`src/rtl/cacheline_adaptor.sv`:
```
// Bridges a 256-bit line request from the cache to a four-beat 64-bit memory burst.
// Beats are sequenced by an IDLE/READ/WRITE/DONE FSM and a 2-bit beat counter.
module cacheline_adaptor #(
  parameter int LINE_WIDTH  = 256,
  parameter int BURST_WIDTH = 64
) (
  input  logic                   clk,
  input  logic                   rst_n,
  input  logic                   pmem_read,
  input  logic                   pmem_write,
  input  logic [31:0]            pmem_address,
  input  logic [LINE_WIDTH-1:0]  pmem_wdata,
  output logic [LINE_WIDTH-1:0]  pmem_rdata,
  output logic                   pmem_resp,
  output logic                   mem_read,
  output logic                   mem_write,
  output logic [31:0]            mem_address,
  output logic [BURST_WIDTH-1:0] mem_wdata,
  input  logic [BURST_WIDTH-1:0] mem_rdata,
  input  logic                   mem_resp
);

  localparam int BEATS = LINE_WIDTH / BURST_WIDTH;

  typedef enum logic [1:0] {
    S_IDLE,
    S_READ,
    S_WRITE,
    S_DONE
  } state_t;

  state_t                  state_q, state_d;
  logic [1:0]              cnt_q, cnt_d;
  logic [LINE_WIDTH-1:0]   line_q, line_d;
  logic [LINE_WIDTH-1:0]   rdata_q, rdata_d;
  logic [31:0]             addr_q, addr_d;
  logic                    mem_read_q, mem_read_d;
  logic                    mem_write_q, mem_write_d;
  logic                    last_beat;

  assign last_beat = (cnt_q == 2'(BEATS - 1));

  always_ff @(posedge clk or negedge rst_n) begin
    if (!rst_n) begin
      state_q     <= S_IDLE;
      cnt_q       <= '0;
      line_q      <= '0;
      rdata_q     <= '0;
      addr_q      <= '0;
      mem_read_q  <= 1'b0;
      mem_write_q <= 1'b0;
    end else begin
      state_q     <= state_d;
      cnt_q       <= cnt_d;
      line_q      <= line_d;
      rdata_q     <= rdata_d;
      addr_q      <= addr_d;
      mem_read_q  <= mem_read_d;
      mem_write_q <= mem_write_d;
    end
  end

  // line_q is shared between write data and read assembly; rdata_q only
  // updates when a read completes, so write-backs never disturb pmem_rdata.
  always_comb begin
    state_d     = state_q;
    cnt_d       = cnt_q;
    line_d      = line_q;
    rdata_d     = rdata_q;
    addr_d      = addr_q;
    mem_read_d  = mem_read_q;
    mem_write_d = mem_write_q;
    case (state_q)
      S_IDLE: begin
        if (pmem_write) begin
          line_d      = pmem_wdata;
          addr_d      = pmem_address & 32'hFFFF_FFE0;
          cnt_d       = '0;
          mem_write_d = 1'b1;
          state_d     = S_WRITE;
        end else if (pmem_read) begin
          addr_d     = pmem_address & 32'hFFFF_FFE0;
          cnt_d      = '0;
          mem_read_d = 1'b1;
          state_d    = S_READ;
        end
      end
      S_READ: begin
        if (mem_resp) begin
          line_d[BURST_WIDTH*cnt_q +: BURST_WIDTH] = mem_rdata;
          cnt_d = cnt_q + 2'd1;
          if (last_beat) begin
            rdata_d    = {mem_rdata, line_q[LINE_WIDTH-BURST_WIDTH-1:0]};
            mem_read_d = 1'b0;
            state_d    = S_DONE;
          end
        end
      end
      S_WRITE: begin
        if (mem_resp) begin
          cnt_d = cnt_q + 2'd1;
          if (last_beat) begin
            mem_write_d = 1'b0;
            state_d     = S_DONE;
          end
        end
      end
      S_DONE: state_d = S_IDLE;
      default: state_d = S_IDLE;
    endcase
  end

  assign pmem_resp   = (state_q == S_DONE);
  assign pmem_rdata  = rdata_q;
  assign mem_read    = mem_read_q;
  assign mem_write   = mem_write_q;
  assign mem_address = addr_q;
  assign mem_wdata   = (state_q == S_WRITE) ? line_q[BURST_WIDTH*cnt_q +: BURST_WIDTH] : '0;

endmodule

```
`config.mk`:
```
export PLATFORM = sky130hd
export DESIGN_NAME = cacheline_adaptor
export DESIGN_NICKNAME = d
export VERILOG_FILES = /design/src/rtl/cacheline_adaptor.sv
export SDC_FILE = /design/constraint.sdc
export NUM_CORES = 1
export LEC_CHECK = 0
export CORE_AREA = 10 10 270 272
export CTS_BUF_LIST = sky130_fd_sc_hd__clkbuf_8 sky130_fd_sc_hd__clkbuf_16
export DETAILED_ROUTE_END_ITERATION = 7
export DIE_AREA = 0 0 280 282
export PLACE_DENSITY_LB_ADDON = 0.2
export SYNTH_ARGS = -nofsm -noshare
export SYNTH_HDL_FRONTEND = slang
export SYNTH_SLANG_ARGS = --single-unit
```
`constraint.sdc`:
```
create_clock -name clk -period 5.4 [get_ports clk]
set_input_delay 1.08 -clock clk [delete_from_list [all_inputs] [get_ports clk]]
set_output_delay 1.08 -clock clk [all_outputs]
set_load 0.02 [all_outputs]
```
==> results of run 1 <==
[flip-flops by register name, summed over array words and instances (netlist names)]
register,cells
cnt_q,2
line_q,256
mem_read,1
mem_write,1
state_q,2
mem_address,27
pmem_rdata,256
[worst register-to-register path, stage by stage, from the launching register on]
cell     delay (ns)
dfrtp_4        1.00
ha_1           0.52
nand3_4        0.68
buf_12         0.52
mux2_2         0.72
[metrics by stage]
stage | setup WS, ns | total power, uW
final | 1.003 | 21280
after global routing | 0.8143 | 22240
after CTS | 0.8960 | 21390
after detailed placement | 1.481 | 17150
after global placement | 1.527 | 16920
after floorplan | 2.574 | 12630
[cells by family (layout without fill, tap and decap cells)]
logic type               count (synthesis)  in the layout  share of synthesized area
AO/OA/AOI/OAI                          338            338                     0.1121
adder cells (fa/ha/maj)                  9              9                   0.004271
buffers and inverters                  261            916                    0.04717
flip-flops                             545            545                     0.5172
multiplexers                           541            541                     0.2588
other                                    1             21                  0.0001422
AND/OR/NAND/NOR                        282            282                    0.06031
[worst max path at each step]
stage / end / start / slack [ns]
2_1_floorplan: mem_wdata[37] / cnt_q[0] / 2.57
3_3_place_gp: pmem_rdata[37] / mem_resp / 1.53
3_5_place_dp: pmem_rdata[104] / mem_resp / 1.48
4_1_cts: mem_wdata[52] / cnt_q[0] / 0.90
5_1_grt: mem_wdata[0] / cnt_q[0] / 0.81
6_report: mem_wdata[57] / cnt_q[0] / 1.00
[layout by cell type (no fill, tap or decap), types with 2 or more instances in the layout]
master           Yosys  layout
clkbuf_8             0      20
a21oi_4              3       4
buf_4               17      25
bufinv_16            0       4
o211ai_1             2       2
o21ai_0             66      65
and2b_1              2       2
o41ai_1             64      64
nand2_1             71      71
conb_1               1       5
ha_4                 0       2
a32o_1             128     128
inv_1               71      79
mux2_1               9       9
dfrtp_4              0       2
a21oi_1              3       3
nor2b_4              0       3
nand2b_1            67      66
clkdlybuf4s50_1      0     700
a41o_1              64      64
mux2_2             466     466
nand3_1              6       6
nor2b_1             67      64
diode_2              0      16
and2_1              65      64
clkbuf_16            0      61
mux4_2              64      64
ha_1                 9       6
dfrtp_1            545     543
clkinv_2             0       6
clkinvlp_4           0       4
buf_12               0      15
[layout make-up]
class	instances	area, sq um
clock inverter	23	214.0
antenna	16	40.04
fill	5813	31580
inverter	71	269.0
clock buffer	81	1802
tap	882	1104
sequential	545	13650
timing repair buffer	741	7510
multi-input combinational	1175	11580
[synthesized netlist by cell type (2+ instances only)]
cell type / number
dfrtp_1: 545
mux2_2: 466
a32o_1: 128
clkbuf_1: 106
inv_1: 71
nand2_1: 71
nand2b_1: 67
nor2b_1: 67
o21ai_0: 66
and2_1: 65
a41o_1: 64
mux4_2: 64
o41ai_1: 64
buf_2: 42
buf_6: 18
buf_4: 17
ha_1: 9
mux2_1: 9
nand3_1: 6
buf_1: 5
a21oi_1: 3
a21oi_4: 3
and2b_1: 2
o211ai_1: 2
[per-layer routing]
layer | vias to the layer above | global-route usage
li1 | 8607 | -
met2 | 967 | 0.4240
met3 | 205 | 0.06743
met4 | 10 | 0.1067
met1 | 10640 | 0.3090
met5 | - | 0
[where the power goes]
| part | total (uW) | switching (uW) | internal (uW) |
|---|---|---|---|
| registers | 6950 | 1240 | 5720 |
| logic | 10100 | 5220 | 4910 |
| clock network | 4200 | 1710 | 2490 |
| total | 21300 | 8160 | 13100 |
==> results.cfg, run 1 <==
[outcome]
outcome = finished, final reports clean

[clock_tree]
clk_latency_ns = 0.61
root_buffer = clkbuf_16
cts_hold_buf = 0
clkSlewWorstSetupHoldPaths_ns = 0.06
cts_htree_levels = 2
cts_tree = yes
clockBufferDepth = 3
numCtsBuffers = 59
post_cts_resized = 0
post_cts_buffers = 0
cts.sinks = 545

[sta]
tns_ns = 0
tightest_slew_ns = 1.222
fin_hold_ws_ns = 0.4760
slew_viol_final = 0
min_period_over_period = 0.8143
rsz0062_at_grt = false
fmax_mhz = 227.4
slew_headroom = 0.1854
setup_viol = 0
hold_violations = 0
skew_ns = 0.01453
min_period_ns = 4.397

[route]
met1_length_um = 40400
wl_per_cell_um = 29.42
drt_wl_total_um = 104000
drt_iter0_drc = 1358
drc = 0
top_layer = met5
met2_length_um = 51100
vias_per_cell = 5.782
antenna_left = 0
dr.pass1.iters = 5
dr_wl_met3_um = 8439
dr_total_vias = 20430

[synthesis]
synth.avg_cell_area_sq_um = 13.34
ys_seq_area_frac = 0.5172
synth_ff_type = dfrtp_1
synth_edf_count = 0
syn_area_sq_um = 26370
synth_top_area_share = 0.5172
synth_top_area_cell = dfrtp_1
netlist_top_cells_area = dfrtp_1 (52%), mux2_2 (20%), mux4_2 (5.5%)
yosysWarningCount = 0
synthCells = 1977
synthArstFlopShare = 1.000
ys_ff_latch = 545
synth_cell_types = 41

[worst_setup_path]
critPathTopFamily = buffers and inverters
crit_arrival_ns = 3.32
worst-path-stages = 4
reg2reg_from = cnt_q[1]
r2r_end = pmem_rdata[120]
reg2reg_depth = 4
crit_buf_inv = 2
cp_max_fo = 34
slowest_stage = dfrtp_4
worst-setup-path-type = reg2out
cpPeakStageDelay_ns = 0.94
r2r_slack_ns = 1.85
cp-end-kind = output pin
path_cells = buf_4, mux4_2, and2_1, clkdlybuf4s50_1
crit_path_start_kind = flop
required_ns = 4.32

[global_routing]
antenna_found_initial = 22
track_usage = 0.2546
grt_pass1_wl_um = 150700
grt_remaining_overflow = 0
grt_max_degree = 147
first_global_vias = 21900

[die]
coreArea_sq_um = 67750
rows = 96
boundaryPins = 712
die_area_sq_um = 78960
die_h_um = 282
initial_core_util = 0.3892
fp.dieW_um = 280

[power]
peakVddDrop_uv = 341.7
powerDensity_nw_per_um2 = 588.4
p_leak_uw = 0.01576

[placed_design]
hpwl_um = 69930
routabilityCongestion = 0.8850
dpl_cell_area_sq_um = 34110
port_buffers = 701
dp.cells = 3414

[final_layout]
fin_area_sq_um = 36170
final_core_util = 0.5339
syn_to_final_growth_pct = 37.16
stdcell_count = 3534
fin_nets = 2959
drive_above_1_share = 0.2602

[hold_path]
min-delay-start = pmem_rdata[238]
whs_path_depth = 2
hold_end = pmem_rdata[238]
hold_path_class = reg2reg

[job]
maxCapViolations = 0
No activity file was read; power rests on OpenSTA's default activity.
==> run 2, diff against run 1 <==
--- a/config.mk
+++ b/config.mk
@@ -5,10 +5,10 @@
 export SDC_FILE = /design/constraint.sdc
 export NUM_CORES = 1
 export LEC_CHECK = 0
-export CORE_AREA = 10 10 270 272
+export CORE_AREA = 10 10 271 273
 export CTS_BUF_LIST = sky130_fd_sc_hd__clkbuf_8 sky130_fd_sc_hd__clkbuf_16
 export DETAILED_ROUTE_END_ITERATION = 7
-export DIE_AREA = 0 0 280 282
+export DIE_AREA = 0 0 281 283
 export PLACE_DENSITY_LB_ADDON = 0.2
 export SYNTH_ARGS = -nofsm -noshare
 export SYNTH_HDL_FRONTEND = slang
==> constraint.sdc (replaced) <==
create_clock -name clk -period 3.9 [get_ports clk]
set_input_delay 0.78 -clock clk [delete_from_list [all_inputs] [get_ports clk]]
set_output_delay 0.78 -clock clk [all_outputs]
set_load 0.02 [all_outputs]
==> results.cfg, run 2 (synthesis results as in run 1) <==
[final_layout]
fillers = 5725
mostFrequentLayoutCell = clkdlybuf4s50_1
syn_to_final_growth_pct = 37.50
drive_above_1_share = 0.2636
seq_area_sq_um = 13650
fin_nets = 2971
layout_common_cells = clkdlybuf4s50_1 (700), dfrtp_1 (543), mux2_2 (466)
multi_input_area_sq_um = 11580

[global_routing]
use_met3 = 0.07004
met2_usage = 0.4365
top_usage_layer = met2
grt_remaining_overflow = 0
grt_max_degree = 141
antenna_found_initial = 19
grt_pass1_wl_um = 151300
track_usage = 0.2533
use_met1 = 0.2963
first_global_vias = 21990

[sta]
hold_violations = 0
fmax_mhz = 277.3
min_period_ns = 3.606
tns_ns = 0
min_period_over_period = 0.9247
tightest_slew_ns = 1.117
rsz0062_at_grt = false
skew_ns = 0.02122
slew_viol_final = 0
setup_viol = 0
fin_hold_ws_ns = 0.1529
slew_headroom = 0.2556

[route]
dr_total_vias = 20400
antenna_left = 0
drt_wl_total_um = 104300
wl_per_cell_um = 29.43
drt_iter0_drc = 1494
dr.pass1.iters = 5
drc = 0
vias_per_cell = 5.755

[worst_setup_path]
required_ns = 3.12
crit_arrival_ns = 2.83
slowest_stage = dfrtp_4
cp_max_fo = 34
cpPeakStageDelay_ns = 0.69
reg2reg_depth = 6
worst-path-stages = 4
crit_path_start_kind = flop
crit_buf_inv = 2
critPathTopFamily = buffers and inverters
cp-end-kind = output pin
worst-setup-path-type = reg2out
path_cells = buf_12, mux4_2, and2_1, clkdlybuf4s50_1

[die]
die_h_um = 283
rows = 96
coreArea_sq_um = 68110
boundaryPins = 712
die_area_sq_um = 79520
initial_core_util = 0.3872
fp.dieW_um = 281

[power]
finalPower_uw = 29400
peakVddDrop_uv = 527.5
p_leak_uw = 0.01584
powerDensity_nw_per_um2 = 810.8

[clock_tree]
cts_tree = yes
cts.sinks = 545
post_cts_resized = 0
numCtsBuffers = 59
clk_latency_ns = 0.60
root_buffer = clkbuf_16
clockBufferDepth = 3
cts_htree_levels = 2
clkSlewWorstSetupHoldPaths_ns = 0.06

[job]
maxCapViolations = 0

[outcome]
outcome = finished, final reports clean

[placed_design]
routabilityCongestion = 0.8918
hpwl_um = 71250
port_buffers = 701

[hold_path]
hold_path_class = in2async
## run 2: repair_timing
action | CTS | global route
hold buffers | 0 | 0
endpoints found under the setup margin | 2 | 0
setup buffers | 2 | 0
## run 2: cell type report
class | count | area share
clock buffer | 76 | 0.04780
antenna | 11 | 0.0007592
inverter | 71 | 0.007420
timing repair buffer | 753 | 0.2106
sequential | 545 | 0.3764
multi-input combinational | 1175 | 0.3195
clock inverter | 32 | 0.007075
tap | 882 | 0.03044
## run 2: stage by stage
stage,area (sq um),std cells,util,setup slack (ns)
floorplan,26380,1981,-,1.348
global placement,34220,3424,0.5025,0.7120
detailed placement,34220,3424,0.5025,0.7058
CTS,36230,3534,0.5319,0.2574
global route,36250,3542,0.5322,0.2472
finish,36260,3545,0.5324,0.2935
## run 2: report_power, final
| group | internal (uW) | switching [uW] | total (uW) |
|---|---|---|---|
| clock network | 3370 | 2370 | 5740 |
| registers | 7920 | 1580 | 9500 |
| logic | 6840 | 7310 | 14200 |
## run 2: path summary, 6_finish.rpt
kind / start / endpoint / slack (ns)
setup / recovery: cnt_q[1] / mem_wdata[52] / 0.29
hold / removal: rst_n / line_q[88] / 0.15
setup reg to reg: cnt_q[1] / line_q[232] / 0.80
hold reg to reg: pmem_rdata[246] / pmem_rdata[246] / 0.48
max in group asynchronous: rst_n / line_q[7] / 2.51
min in group clk: pmem_rdata[246] / pmem_rdata[246] / 0.48
## run 2: metal layers
metal  up-vias  part of all wire
li1       8637                 -
met4        16             0.034
met3       208             0.088
met5         -           0.00091
met1     10590              0.38
met2       953              0.50
